[config.mk]
export PLATFORM = sky130hd
export DESIGN_NAME = clkdiv_ctrl
export DESIGN_NICKNAME = d
export VERILOG_FILES = /design/src/rtl/clkdiv_ctrl.sv
export SDC_FILE = /design/constraint.sdc
export NUM_CORES = 1
export LEC_CHECK = 0
export ABC_AREA = 1
export CAP_MARGIN = 40
export CORE_MARGIN = 5
export CORE_UTILIZATION = 45
export DETAILED_ROUTE_END_ITERATION = 8
export PLACE_DENSITY = 0.74
export SYNTH_ARGS = -nofsm -noshare
export SYNTH_HDL_FRONTEND = slang
export SYNTH_SLANG_ARGS = --single-unit
[constraint.sdc]
create_clock -name CLKIN -period 1.7 [get_ports CLKIN]
set_clock_uncertainty 0.1 [all_clocks]
set_input_delay 0.34 -clock CLKIN [delete_from_list [all_inputs] [get_ports CLKIN]]
set_output_delay 0.34 -clock CLKIN [all_outputs]
set_load 0.05 [all_outputs]
[src/rtl/clkdiv_ctrl.sv]
// Run/stop and reconfiguration controller for the LED clock divider.
// Optional burst mode (finite number of CLKOUT periods) enabled by macro CLKDIV_CTRL_BURST_EN.
//
// state       | meaning
// ------------+----------------------------------------------------------
// ST_IDLE     | divider parked, CLKOUT low, config loads immediately
// ST_RUN      | dividing; config and burst end applied at period boundary
// ST_STOPPING | RUN dropped during high phase; finish it, then idle
module clkdiv_ctrl #(
  parameter int WIDTH   = 8,
  parameter int DEF_DIV = 7
) (
  input  logic             CLKIN,
  input  logic             RST_L,
  input  logic             RUN,
  input  logic             CFG_REQ,
  input  logic [WIDTH-1:0] CFG_DIV,
  output logic             CFG_ACK,
  input  logic [7:0]       BURST_LEN,
  output logic             CLKOUT,
  output logic             TICK,
  output logic             ACTIVE,
  output logic             DONE
);

  typedef enum logic [1:0] {
    ST_IDLE     = 2'd0,
    ST_RUN      = 2'd1,
    ST_STOPPING = 2'd2
  } state_t;

  state_t           state;
  logic [WIDTH-1:0] div_q;
  logic [WIDTH-1:0] cnt;
  logic             cfg_take;
  logic             burst_end;

  // A request still high during its own ACK cycle is the old one, not a new one.
  assign cfg_take = CFG_REQ && !CFG_ACK;
  assign ACTIVE   = (state != ST_IDLE);

`ifdef CLKDIV_CTRL_BURST_EN
  logic [7:0] per_cnt;
  logic [7:0] burst_q;

  assign burst_end = (burst_q != 8'd0) && ((per_cnt + 8'd1) == burst_q);
`else
  logic unused_burst_len;

  assign unused_burst_len = ^BURST_LEN;
  assign burst_end        = 1'b0;
  assign DONE             = 1'b0;
`endif

  always_ff @(posedge CLKIN) begin
    if (!RST_L) begin
      state   <= ST_IDLE;
      cnt     <= '0;
      div_q   <= WIDTH'(DEF_DIV);
      CLKOUT  <= 1'b0;
      TICK    <= 1'b0;
      CFG_ACK <= 1'b0;
`ifdef CLKDIV_CTRL_BURST_EN
      per_cnt <= 8'd0;
      burst_q <= 8'd0;
      DONE    <= 1'b0;
`endif
    end else begin
      TICK    <= 1'b0;
      CFG_ACK <= 1'b0;
`ifdef CLKDIV_CTRL_BURST_EN
      DONE    <= 1'b0;
`endif
      unique case (state)
        ST_IDLE: begin
          cnt    <= '0;
          CLKOUT <= 1'b0;
          if (cfg_take) begin
            div_q   <= CFG_DIV;
            CFG_ACK <= 1'b1;
          end
          if (RUN) begin
            state <= ST_RUN;
`ifdef CLKDIV_CTRL_BURST_EN
            per_cnt <= 8'd0;
            burst_q <= BURST_LEN;
`endif
          end
        end
        ST_RUN, ST_STOPPING: begin
          if (state == ST_RUN && !RUN && !CLKOUT) begin
            state <= ST_IDLE;
            cnt   <= '0;
          end else if (cnt == div_q) begin
            cnt    <= '0;
            CLKOUT <= ~CLKOUT;
            if (!CLKOUT) begin
              TICK <= 1'b1;
            end else begin
              // High-to-low toggle: period boundary.
`ifdef CLKDIV_CTRL_BURST_EN
              if (per_cnt != 8'hFF) per_cnt <= per_cnt + 8'd1;
`endif
              if (cfg_take) begin
                div_q   <= CFG_DIV;
                CFG_ACK <= 1'b1;
              end
              if (burst_end) begin
                state <= ST_IDLE;
`ifdef CLKDIV_CTRL_BURST_EN
                DONE  <= 1'b1;
`endif
              end else if (state == ST_STOPPING || !RUN) begin
                state <= ST_IDLE;
              end
            end
          end else begin
            cnt <= cnt + 1'b1;
            if (state == ST_RUN && !RUN) state <= ST_STOPPING;
          end
        end
        default: state <= ST_IDLE;
      endcase
    end
  end

endmodule

==> parameters.txt <==
Parameter                              Value

STA
  Final number of setup-violating endpoints    0
  Period utilization    96.9%
  Unrepaired setup endpoints after global routing    true
  Final count of hold timing violations    0
  Fmax    0.607 GHz
  Count of final max-slew check failures    0
  Final WS setup    52.1 ps
  Post-Route Setup TNS    0 ps
  Fin crit period    1650 ps

Setup path
  Worst path top cell family by delay    buffers and inverters
  Critical path start-end classification    reg -> out
  Ordered list of cells on the worst path    inv_4 -> ha_4 -> clkinvlp_4 -> buf_12
  CP Data Required Time    1260 ps
  Kind of capture point of the worst setup path    primary output
  Slowest stage cell on the critical path    sky130_fd_sc_hd__dfxtp_4
  Data arrival time of the critical path    1210 ps
  CP Launch Type    flip-flop
  CP max stage delay    380 ps
  Number of buffer and inverter instances along the worst setup path    3
  Largest fanout on the critical path    4

Die
  Die ar.    3830 sq um
  Core Region    2520 sq um
  Starting Density    48.0%
  Count of standard-cell rows    18
  Die Ht    61.9 microns
  Number of ports placed on the die boundary    25
  Horizontal die dimension    61.9 microns

GRT
  Fraction of met2 tracks used by global routing    30.8%
  Pin count of the biggest net entering global routing    12
  Remaining global-route overflow    0
  GRT Total Usage    16.5%
  Wire length of the first global-routing pass    4650 microns
  Antenna violations before repair    0
  GR Layer Usage met1    18.3%
  Busiest layer in global routing    met2
  Vias in the first global route    1,090
  Global-route track usage on met3    3.10%

Power
  Maximum vdd drop    1760 uV
  Standby leakage power    0.000702 uW
  Total power density per cell area    1850 nW/um^2
  Post-route total power    2970 uW

Yosys
  Yosys cell types    27
  Share of synthesized area occupied by flip-flops and latches    34.7%
  Mean Syn Cell Area    7.62 sq um
  Synthesized netlist net count    184
  Number of synthesized register bits    21
  YS warnings    0
  Post-Syn Area    1210 sq um
  Synthesized instance count    159

Detailed routing
  TritonRoute pass-1 iters    4
  Number of DRC markers after the initial detailed-route iteration    31
  Antenna Violating Nets Remaining    0
  Wirelength per Cell    12.8 microns
  Routed vias/inst    5.04
  Final Routed Wirelength    2860 microns
  Vias post-DR    1,124
  DRC errors left    0

Layout
  Number of inserted filler cells in the final layout    219
  Most common cell after layout, fill and taps aside    sky130_fd_sc_hd__nand2_1
  Fraction of final layout cells sized beyond drive strength 1    26.4%
  Total inserted antenna cells    0
  Layout Nets    219
  Count of placed standard cells in the final layout, fillers left out    223
  Synthesis-to-finish area growth    32.4%
  Area used by sequential logic in the layout    433 sq um
  Area used by multi-input combinational logic    733 sq um
  Final non-filler cell area    1600 sq um
  Most frequent cells in the layout    sky130_fd_sc_hd__nand2_1, sky130_fd_sc_hd__nor2_1, sky130_fd_sc_hd__buf_4

Clock tree
  Bufs on Longest Clock Path    2
  Post-CTS Hold Buffers    0
  Clk pin slew, worst setup/hold paths    120 ps
  Later-pin clock latency in the skew report    300 ps
  Clock tree root driver cell    sky130_fd_sc_hd__clkbuf_4
  H-tree levels    1
  Clock tree from TritonCTS    yes
  Inserted Clock Buffers    3
  Number of clock sinks    21

Placed design
  Post-detailed-placement half-perimeter wirelength    2100 microns
  Routability-driven placement congestion ratio    0.803
  Worst slack after detailed placement    -169 ps
  DP Cell Count    214
  Area of placed instances    1500 sq um
  IO Port Bufs    15

Worst hold path
  Hold Crit Class    reg -> reg

Status
  Outcome    completed

Job
  Count of max-cap constraint violations    0
## worst reg2reg max path, cell delays in order, from the launching register on
cell and delay [ps]:
sky130_fd_sc_hd__dfxtp_2 400, sky130_fd_sc_hd__xnor2_1 140, sky130_fd_sc_hd__nand2_1 140, sky130_fd_sc_hd__nor2_4 160, sky130_fd_sc_hd__nand2_4 90, sky130_fd_sc_hd__o21ai_4 260
sky130_fd_sc_hd__nand4_1 150, sky130_fd_sc_hd__a21oi_2 140
## logic make-up (layout without fill, tap and decap cells)
family,count (synthesis),in the layout,share of synthesized area [%]
other,1,1,0.310
DFF,21,21,34.7
adders and majority gates,5,5,5.17
xor gates and xnor gates,10,10,7.23
and+or+nand+nor,92,92,38.6
buffers and inverters,18,52,6.72
AOI/OAI and AO/OA,12,12,7.23
## cell type report
cell class                 count  area share, %
clock buffer                   4           1.64
multi-input combinational    120           45.7
inverter                      16           4.29
tap                           30           2.34
timing repair buffer          32           19.0
sequential                    21           27.0
## state kept, by name (all words and copies together) (netlist names)
register / cells
CFG_ACK: 1
TICK: 1
div_q: 8
CLKOUT: 1
cnt: 8
state: 2
## stage by stage
stage                     utilization (%)  hold WS (ps)
final                                63.6           391
after global placement               59.5           369
after detailed placement             59.5           371
after global routing                 63.6           430
after CTS                            61.4           388
after floorplan                         -           358
## what timing repair did
action                     in CTS  in global routing
hold endpoints to repair        0                  0
resized for setup               4                 13
setup endpoints to repair      10                 18
setup buffers                   1                  4
cloned                          0                  0
pin swaps                       1                  5
## Yosys cell counts
cell / number / share of area (%)
sky130_fd_sc_hd__a21oi_1: 7 / 2.9
sky130_fd_sc_hd__a21oi_4: 1 / 1.3
sky130_fd_sc_hd__buf_4: 1 / 0.62
sky130_fd_sc_hd__buf_6: 1 / 0.93
sky130_fd_sc_hd__conb_1: 1 / 0.31
sky130_fd_sc_hd__dfxtp_1: 21 / 35
sky130_fd_sc_hd__ha_1: 5 / 5.2
sky130_fd_sc_hd__inv_1: 15 / 4.6
sky130_fd_sc_hd__inv_4: 1 / 0.52
sky130_fd_sc_hd__nand2_1: 42 / 13
sky130_fd_sc_hd__nand2_2: 1 / 0.52
sky130_fd_sc_hd__nand2_4: 2 / 1.9
sky130_fd_sc_hd__nand3_1: 5 / 2.1
sky130_fd_sc_hd__nand3b_4: 1 / 1.7
sky130_fd_sc_hd__nand4_1: 13 / 6.7
sky130_fd_sc_hd__nand4_4: 1 / 1.8
sky130_fd_sc_hd__nor2_1: 21 / 6.5
sky130_fd_sc_hd__nor2_2: 1 / 0.52
sky130_fd_sc_hd__nor2_4: 3 / 2.8
sky130_fd_sc_hd__nor3_1: 1 / 0.41
sky130_fd_sc_hd__nor3_2: 1 / 0.83
sky130_fd_sc_hd__o21a_1: 1 / 0.62
sky130_fd_sc_hd__o21ai_1: 1 / 0.41
sky130_fd_sc_hd__o21ai_4: 1 / 1.3
sky130_fd_sc_hd__o21bai_1: 1 / 0.62
sky130_fd_sc_hd__xnor2_1: 5 / 3.6
sky130_fd_sc_hd__xor2_1: 5 / 3.6
## metal layers
layer	wire length [microns]	vias to the layer above	part of all wire, %
met5	0	-	0
met1	1170	517	41
met2	1520	23	53
li1	-	578	-
met4	70	0	2.4
met3	107	6	3.7
## final timing paths
path,from,endpoint,slack [ps],cells after the start
min reg2reg,div_q[6]$_SDFFE_PN0P_,div_q[6]$_SDFFE_PN0P_,390,2
max reg2reg,cnt[3]$_SDFFE_PN0P_,div_q[3]$_SDFFE_PN0P_,60,7
min,div_q[6]$_SDFFE_PN0P_,div_q[6]$_SDFFE_PN0P_,390,2
max,state[0]$_SDFFE_PN0P_,ACTIVE,50,4
## where the power goes
| group | internal [uW] | leakage (uW) | switching, uW | total, uW |
|---|---|---|---|---|
| logic | 851 | 0.000513 | 1160 | 2010 |
| clock network | 91.6 | 0.0000150 | 152 | 243 |
| registers | 624 | 0.000174 | 93.0 | 717 |
| total | 1570 | 0.000702 | 1400 | 2970 |
Power figures use the tool's default switching activity.
